**config.mk**
```make
export PLATFORM = sky130hd
export DESIGN_NAME = neuron_dot_acc_flat
export DESIGN_NICKNAME = d
export VERILOG_FILES = /design/src/rtl/neuron_dot_acc_if.sv /design/src/rtl/neuron_dot_acc.sv /design/src/flat_wrapper.sv
export SDC_FILE = /design/constraint.sdc
export NUM_CORES = 2
export LEC_CHECK = 0
export CAP_MARGIN = 20
export CORE_ASPECT_RATIO = 0.6
export CORE_MARGIN = 10
export CORE_UTILIZATION = 30
export CTS_BUF_LIST = sky130_fd_sc_hd__clkbuf_16
export DETAILED_ROUTE_END_ITERATION = 8
export PLACE_DENSITY = 0.48
export SLEW_MARGIN = 20
export SYNTH_ARGS = -nofsm -noshare
export SYNTH_HDL_FRONTEND = slang
export SYNTH_SLANG_ARGS = --single-unit
```
**constraint.sdc**
```tcl
create_clock -name clk -period 10.6 [get_ports clk]
set_clock_uncertainty 0.15 [all_clocks]
set_input_delay 2.12 -clock clk [delete_from_list [all_inputs] [get_ports clk]]
set_output_delay 2.12 -clock clk [all_outputs]
set_load 0.01 [all_outputs]
```
**src/rtl/neuron_dot_acc_if.sv**
```systemverilog
`default_nettype none
// =====================================================================
// Module   : neuron_dot_acc_if
// Brief    : Beat-input / result-output handshake bundle for the
//            neuron_dot_acc pre-activation stage.
// Config   : NEURON_ACC_SAT_FLAG_EN adds the sat_flag signal.
// Revision : 1.0 - initial release
// =====================================================================
interface neuron_dot_acc_if #(
   parameter int BITSIZE = 24
);
   logic               in_valid;
   logic               in_ready;
   logic [BITSIZE-1:0] x_in;
   logic [BITSIZE-1:0] w_in;
   logic [BITSIZE-1:0] bias;
   logic               out_valid;
   logic               out_ready;
   logic [BITSIZE-1:0] data_out;
`ifdef NEURON_ACC_SAT_FLAG_EN
   logic               sat_flag;

   modport master (
      output in_valid, x_in, w_in, bias, out_ready,
      input  in_ready, out_valid, data_out, sat_flag
   );

   modport slave (
      input  in_valid, x_in, w_in, bias, out_ready,
      output in_ready, out_valid, data_out, sat_flag
   );
`else
   modport master (
      output in_valid, x_in, w_in, bias, out_ready,
      input  in_ready, out_valid, data_out
   );

   modport slave (
      input  in_valid, x_in, w_in, bias, out_ready,
      output in_ready, out_valid, data_out
   );
`endif
endinterface
`default_nettype wire

```
**src/rtl/neuron_dot_acc.sv**
```systemverilog
`default_nettype none
// =====================================================================
// Module   : neuron_dot_acc
// Brief    : Sequential neuron pre-activation. Streams N_INPUTS
//            sign-magnitude (x, w) beats, accumulates sum(x*w) + bias
//            in two's complement, saturates and emits one
//            sign-magnitude result (never negative zero).
// Config   : NEURON_ACC_SAT_FLAG_EN - when defined, sat_flag reports
//            that the emitted result was clamped.
// Revision : 1.0 - initial release
// =====================================================================
module neuron_dot_acc #(
   parameter int BITSIZE  = 24,
   parameter int FRAC     = 15,
   parameter int N_INPUTS = 8,
   parameter int ACC_W    = 48
) (
   input wire              clk,
   input wire              reset,
   neuron_dot_acc_if.slave bus
);

   localparam int c_mag_w  = BITSIZE - 1;
   localparam int c_prod_w = 2 * c_mag_w;
   localparam int c_cnt_w  = (N_INPUTS > 1) ? $clog2(N_INPUTS) : 1;

   localparam logic [c_cnt_w-1:0] c_last_beat = c_cnt_w'(N_INPUTS - 1);
   localparam logic [ACC_W-1:0]   c_sat_max   = ACC_W'((64'd1 << c_mag_w) - 64'd1);
   localparam logic [ACC_W-1:0]   c_sat_min   = ACC_W'(0) - c_sat_max;

   typedef enum logic [1:0] {
      S_ACC   = 2'd0,
      S_FLUSH = 2'd1,
      S_OUT   = 2'd2
   } state_t;

   state_t               r_state;
   state_t               w_state_nxt;
   logic                 w_in_ready;
   logic                 w_out_valid;
   logic                 w_load_out;
   logic                 w_hs;
   logic                 w_first;
   logic                 w_last;

   logic [c_cnt_w-1:0]   r_beat;

   // Operand stage: magnitudes and product sign of the accepted beat
   logic                 r_op_vld;
   logic [c_mag_w-1:0]   r_x_mag;
   logic [c_mag_w-1:0]   r_w_mag;
   logic                 r_op_neg;

   // Product stage: truncated, signed product ready to accumulate
   logic [c_prod_w-1:0]  w_mul;
   logic [c_prod_w-1:0]  w_mag_sh;
   logic [ACC_W-1:0]     w_prod_mag;
   logic                 r_prod_vld;
   logic [ACC_W-1:0]     r_prod;

   logic [ACC_W-1:0]     w_bias_mag;
   logic [ACC_W-1:0]     w_bias_tc;
   logic [ACC_W-1:0]     r_acc;

   logic                 w_over;
   logic                 w_under;
   logic [c_mag_w-1:0]   w_abs_lo;
   logic [BITSIZE-1:0]   w_res;
   logic [BITSIZE-1:0]   r_data_out;

   assign w_hs    = bus.in_valid & w_in_ready;
   assign w_first = (r_beat == '0);
   assign w_last  = (r_beat == c_last_beat);

   // Magnitude product, truncated toward zero by dropping FRAC bits
   assign w_mul      = {{c_mag_w{1'b0}}, r_x_mag} * {{c_mag_w{1'b0}}, r_w_mag};
   assign w_mag_sh   = w_mul >> FRAC;
   assign w_prod_mag = ACC_W'(w_mag_sh);

   // Bias converted to two's complement; -0 naturally becomes 0
   assign w_bias_mag = ACC_W'(bus.bias[c_mag_w-1:0]);
   assign w_bias_tc  = bus.bias[BITSIZE-1] ? (ACC_W'(0) - w_bias_mag) : w_bias_mag;

   // Saturation detection and low magnitude bits of the in-range result
   assign w_over   = $signed(r_acc) > $signed(c_sat_max);
   assign w_under  = $signed(r_acc) < $signed(c_sat_min);
   assign w_abs_lo = r_acc[ACC_W-1] ? (c_mag_w'(0) - r_acc[c_mag_w-1:0])
                                    : r_acc[c_mag_w-1:0];

   // Sign-magnitude result; a negative in-range acc is never zero, so no -0
   always_comb begin
      w_res = '0;
      if (w_over) begin
         w_res = {1'b0, {c_mag_w{1'b1}}};
      end else if (w_under) begin
         w_res = {1'b1, {c_mag_w{1'b1}}};
      end else begin
         w_res = {r_acc[ACC_W-1], w_abs_lo};
      end
   end

   // FSM state register
   always_ff @(posedge clk or negedge reset) begin
      if (!reset) begin
         r_state <= S_ACC;
      end else begin
         r_state <= w_state_nxt;
      end
   end

   // FSM next state and handshake outputs
   always_comb begin
      w_state_nxt = r_state;
      w_in_ready  = 1'b0;
      w_out_valid = 1'b0;
      w_load_out  = 1'b0;
      case (r_state)
         S_ACC: begin
            w_in_ready = 1'b1;
            if (bus.in_valid && w_last) begin
               w_state_nxt = S_FLUSH;
            end
         end
         S_FLUSH: begin
            // Both pipe stages empty means the last product is in acc
            if (!r_op_vld && !r_prod_vld) begin
               w_load_out  = 1'b1;
               w_state_nxt = S_OUT;
            end
         end
         S_OUT: begin
            w_out_valid = 1'b1;
            if (bus.out_ready) begin
               w_state_nxt = S_ACC;
            end
         end
         default: w_state_nxt = S_ACC;
      endcase
   end

   // Beat counter within the current neuron
   always_ff @(posedge clk or negedge reset) begin
      if (!reset) begin
         r_beat <= '0;
      end else if (w_hs) begin
         r_beat <= w_last ? '0 : r_beat + 1'b1;
      end
   end

   // Operand capture on each accepted beat
   always_ff @(posedge clk or negedge reset) begin
      if (!reset) begin
         r_op_vld <= 1'b0;
         r_x_mag  <= '0;
         r_w_mag  <= '0;
         r_op_neg <= 1'b0;
      end else begin
         r_op_vld <= w_hs;
         if (w_hs) begin
            r_x_mag  <= bus.x_in[c_mag_w-1:0];
            r_w_mag  <= bus.w_in[c_mag_w-1:0];
            r_op_neg <= bus.x_in[BITSIZE-1] ^ bus.w_in[BITSIZE-1];
         end
      end
   end

   // Registered multiply stage with sign applied
   always_ff @(posedge clk or negedge reset) begin
      if (!reset) begin
         r_prod_vld <= 1'b0;
         r_prod     <= '0;
      end else begin
         r_prod_vld <= r_op_vld;
         if (r_op_vld) begin
            r_prod <= r_op_neg ? (ACC_W'(0) - w_prod_mag) : w_prod_mag;
         end
      end
   end

   // Accumulator: bias seeds it on beat 0, products add as they arrive
   always_ff @(posedge clk or negedge reset) begin
      if (!reset) begin
         r_acc <= '0;
      end else if (w_hs && w_first) begin
         r_acc <= w_bias_tc;
      end else if (r_prod_vld) begin
         r_acc <= r_acc + r_prod;
      end
   end

   // Result register, held stable through the output state
   always_ff @(posedge clk or negedge reset) begin
      if (!reset) begin
         r_data_out <= '0;
      end else if (w_load_out) begin
         r_data_out <= w_res;
      end
   end

`ifdef NEURON_ACC_SAT_FLAG_EN
   logic r_sat;

   // Clamp indicator, loaded with the result and cleared on output handshake
   always_ff @(posedge clk or negedge reset) begin
      if (!reset) begin
         r_sat <= 1'b0;
      end else if (w_load_out) begin
         r_sat <= w_over | w_under;
      end else if (w_out_valid && bus.out_ready) begin
         r_sat <= 1'b0;
      end
   end

   assign bus.sat_flag = r_sat;
`endif

   assign bus.in_ready  = w_in_ready;
   assign bus.out_valid = w_out_valid;
   assign bus.data_out  = r_data_out;

endmodule
`default_nettype wire

```
**src/flat_wrapper.sv**
```systemverilog
// flat-port wrapper written by rule: the top's interface ports become plain ports
module neuron_dot_acc_flat 
#(
   parameter int BITSIZE  = 24,
   parameter int FRAC     = 15,
   parameter int N_INPUTS = 8,
   parameter int ACC_W    = 48
)
  (clk, reset, bus_in_valid, bus_x_in, bus_w_in, bus_bias, bus_out_ready, bus_in_ready, bus_out_valid, bus_data_out);
  neuron_dot_acc_if #(.BITSIZE(BITSIZE)) bus_i ();
  input wire clk;
  input wire reset;
  input wire logic [$bits(bus_i.in_valid)-1:0] bus_in_valid;
  input wire logic [$bits(bus_i.x_in)-1:0] bus_x_in;
  input wire logic [$bits(bus_i.w_in)-1:0] bus_w_in;
  input wire logic [$bits(bus_i.bias)-1:0] bus_bias;
  input wire logic [$bits(bus_i.out_ready)-1:0] bus_out_ready;
  output wire logic [$bits(bus_i.in_ready)-1:0] bus_in_ready;
  output wire logic [$bits(bus_i.out_valid)-1:0] bus_out_valid;
  output wire logic [$bits(bus_i.data_out)-1:0] bus_data_out;
  assign bus_i.in_valid = bus_in_valid;
  assign bus_i.x_in = bus_x_in;
  assign bus_i.w_in = bus_w_in;
  assign bus_i.bias = bus_bias;
  assign bus_i.out_ready = bus_out_ready;
  assign bus_in_ready = bus_i.in_ready;
  assign bus_out_valid = bus_i.out_valid;
  assign bus_data_out = bus_i.data_out;
  neuron_dot_acc #(.BITSIZE(BITSIZE), .FRAC(FRAC), .N_INPUTS(N_INPUTS), .ACC_W(ACC_W)) u_core (.clk(clk), .reset(reset), .bus(bus_i));
endmodule
```
==> flow_summary_export.csv <==
group,metric,value,unit
die,initial_cell_density_of_the_core,30.4,%
die,fp.dieH,257,um
cells_and_area,commonest_cells_after_routing_fill_and_taps_aside,"531 x inv_1, 460 x nand2_1, 438 x fa_1, 229 x and2_1, 223 x ha_1",
timing,min_period_over_period,91.1,%
clock_tree,cts_max_level,4,
clock_tree,worst_setup_hold_path_clk_slew,90,ps
setup_path,req_time_crit_path,10800,ps
routing,firstDrtPassIters,5,
timing,period_minus_slack,9650,ps
yosys,syn-instance-count,3209,
timing,rsz0062_at_grt,"false",
routing,post_drt_wl_per_cell,19.5,um
yosys,synth-seq-area-share,14.1,%
yosys,synth_edf_count,0,
place,dp_hpwl,71.0,mm
place,gp_congestion,0.871,
cells_and_area,net_count_final,3963,
run,drv.max_cap_violation_count,0,
yosys,syn_avg_cell_area,8.77,um2
routing,remaining_drcs,0,
clock_tree,tritoncts,"built",
timing,max_slew_margin,18.2,%
yosys,synth_top_cells_by_area,"fa_1 31%, dfrtp_1 14%, ha_1 9.9%",
cells_and_area,layout-drive-gt1-share,5.93,%
yosys,synth_ff_type,"dfrtp_1",
yosys,yosys_register_bits,158,
setup_path,critical_path_arrival,9850,ps
die,rows,86,
clock_tree,clock-sinks,158,
setup_path,cp-end-kind,"register",
timing,finalSetupViolations,0,
status,run_status,"finished, final reports clean",
grt,overflow,0,
routing,initialDrtViolationCount,1689,
die,floorplan.io_pins,102,
yosys,synth_largest_area_cell,"fa_1",
place,io_buffers,101,
yosys,synth_nets,3946,
timing,max_clock_freq,104,MHz
die,die_x,415,um
yosys,yosysWarnings,0,
timing,timing_max_transition_violations_final,0,
setup_path,crit_path_start_kind,"register",
routing,vias_per_cell,4.90,
clock_tree,quantity_of_hold_fixing_buffers_added_after_cts,0,
routing,routed_wirelength,87.2,mm
routing,via_count,21900,
setup_path,critical_path.max_fanout,18,
timing,hold_violations,0,
grt,grt_pass1_wl,137,mm
die,core_area,92400,um2
cells_and_area,area_growth,10.6,%
grt,grt_start_max_net_pins,64,
clock_tree,cts-root-buf,"clkbuf_16",
yosys,synth_top_area_share,31.2,%
clock_tree,cts_setup_buffers,0,
yosys,yosysUniqueCellTypes,86,
yosys,post_synth_instance_area,28100,um2
clock_tree,clock_tree.buffer_depth,2,
setup_path,critical_path_class,"register to register",
cells_and_area,mostFrequentLayoutCell,"inv_1",
clock_tree,clkLatencyLatePin,520,ps
hold_path,worst_hold_path_type,"register to register",
grt,grt_antenna_before_repair,3,
cells_and_area,layout.filler_cells,9688,
routing,detail-route-antenna-nets,0,
clock_tree,post_cts_resized,0,
grt,first_global_vias,22300,
clock_tree,cts-buffers-inserted,17,
die,floorplan.die_area,107000,um2
grt,globalRouteTotalUtil,16.4,%
timing,timing.setup.tns,0,ps
timing,worst_slew_pin_slew,1210,ps
yosys,ys_async_sr_fraction,100,%
layout make-up:
cell class                      instances  area [um2]  share of cell area (%)
Inverter                              531        1990                    6.41
Timing Repair Buffer                  157        1430                    4.60
Sequential cell                       158        3960                    12.7
Clock buffer                           17         425                    1.37
Clock inverter                         15         188                   0.603
Antenna cell                            1        2.50                 0.00804
Multi-Input combinational cell       2361       21600                    69.3
Tap cell                             1232        1540                    4.95
synthesized netlist by cell type, types with 23 or more instances:
cell type / number
inv_1: 531
nand2_1: 460
fa_1: 438
and2_1: 230
ha_1: 223
dfrtp_1: 158
a21oi_1: 153
clkbuf_1: 141
nor2_1: 132
o21ai_0: 100
xnor2_1: 75
mux2_2: 61
xor2_1: 57
a21o_1: 48
nor3_1: 25
nand4_1: 24
nand3_1: 23
routing by layer:
metal | share of wire [%] | track usage, %
met5 | 0 | 0
met1 | 53 | 26.1
met2 | 40 | 22.4
met4 | 0.90 | 2.21
met3 | 6.5 | 3.53
stage by stage:
step,std cells,instance area (um2),util (%),hold slack (ps),setup slack [ps]
global route,4471,31100,33.7,383,565
global placement,4439,30500,33.0,332,1260
detailed placement,4439,30500,33.0,330,1200
finish,4472,31100,33.7,340,946
CTS,4471,31100,33.7,339,1170
floorplan,3209,28100,-,202,2560
registers in the layout, indices dropped and copies added, names as in the netlist:
signal,count
u_core.r_x_mag,23
u_core.r_state,2
u_core.r_beat,3
u_core.r_prod_vld,1
u_core.r_acc,48
u_core.r_w_mag,23
u_core.r_op_neg,1
u_core.r_prod,32
u_core.r_op_vld,1
u_core.bus.data_out,24
worst max-delay path, cell delays in order (launching register included):
cell     delay [ps]
dfrtp_1        1010
buf_4           300
and2_1          150
fa_1            430
fa_1            510
inv_1            60
fa_1            500
fa_1            510
inv_1            50
fa_1            460
fa_1            540
inv_1            50
fa_1            530
inv_1            40
ha_1            410
a21oi_1         360
o21ai_1         160
a311o_1         410
o21ai_0         580
a31oi_1         220
nor4_1          830
nor3_1          220
nand2_1         160
nor3_1           80
a31oi_1         300
xnor2_1         310
a21oi_1         140
worst paths after layout:
| check | endpoint | slack [ps] | cells past startpoint | from |
|---|---|---|---|---|
| max in group asynchronous | u_core.r_op_vld | 6990 | 3 | reset |
| worst min register to register | u_core.r_state[0] | 340 | 1 | u_core.r_state[1] |
| min in group asynchronous | u_core.r_w_mag[17] | 1470 | 1 | reset |
| worst max register to register | u_core.r_prod[26] | 950 | 26 | u_core.r_w_mag[5] |
| worst max-delay path | u_core.r_prod[26] | 950 | 26 | u_core.r_w_mag[5] |
| worst min-delay path | u_core.r_state[0] | 340 | 1 | u_core.r_state[1] |
cells by family after synthesis:
logic type,share of synthesized area [%]
adder cells (fa/ha/maj),41.1
AND/OR/NAND/NOR,17.7
XOR/XNOR,4.11
buffers and inverters,9.29
flip-flops,14.1
multiplexers,3.22
AO/OA/AOI/OAI,10.6
Power is left out: the tool's default activity adds up to more than one toggle a clock period on the data nets, which glitch-free logic cannot reach.
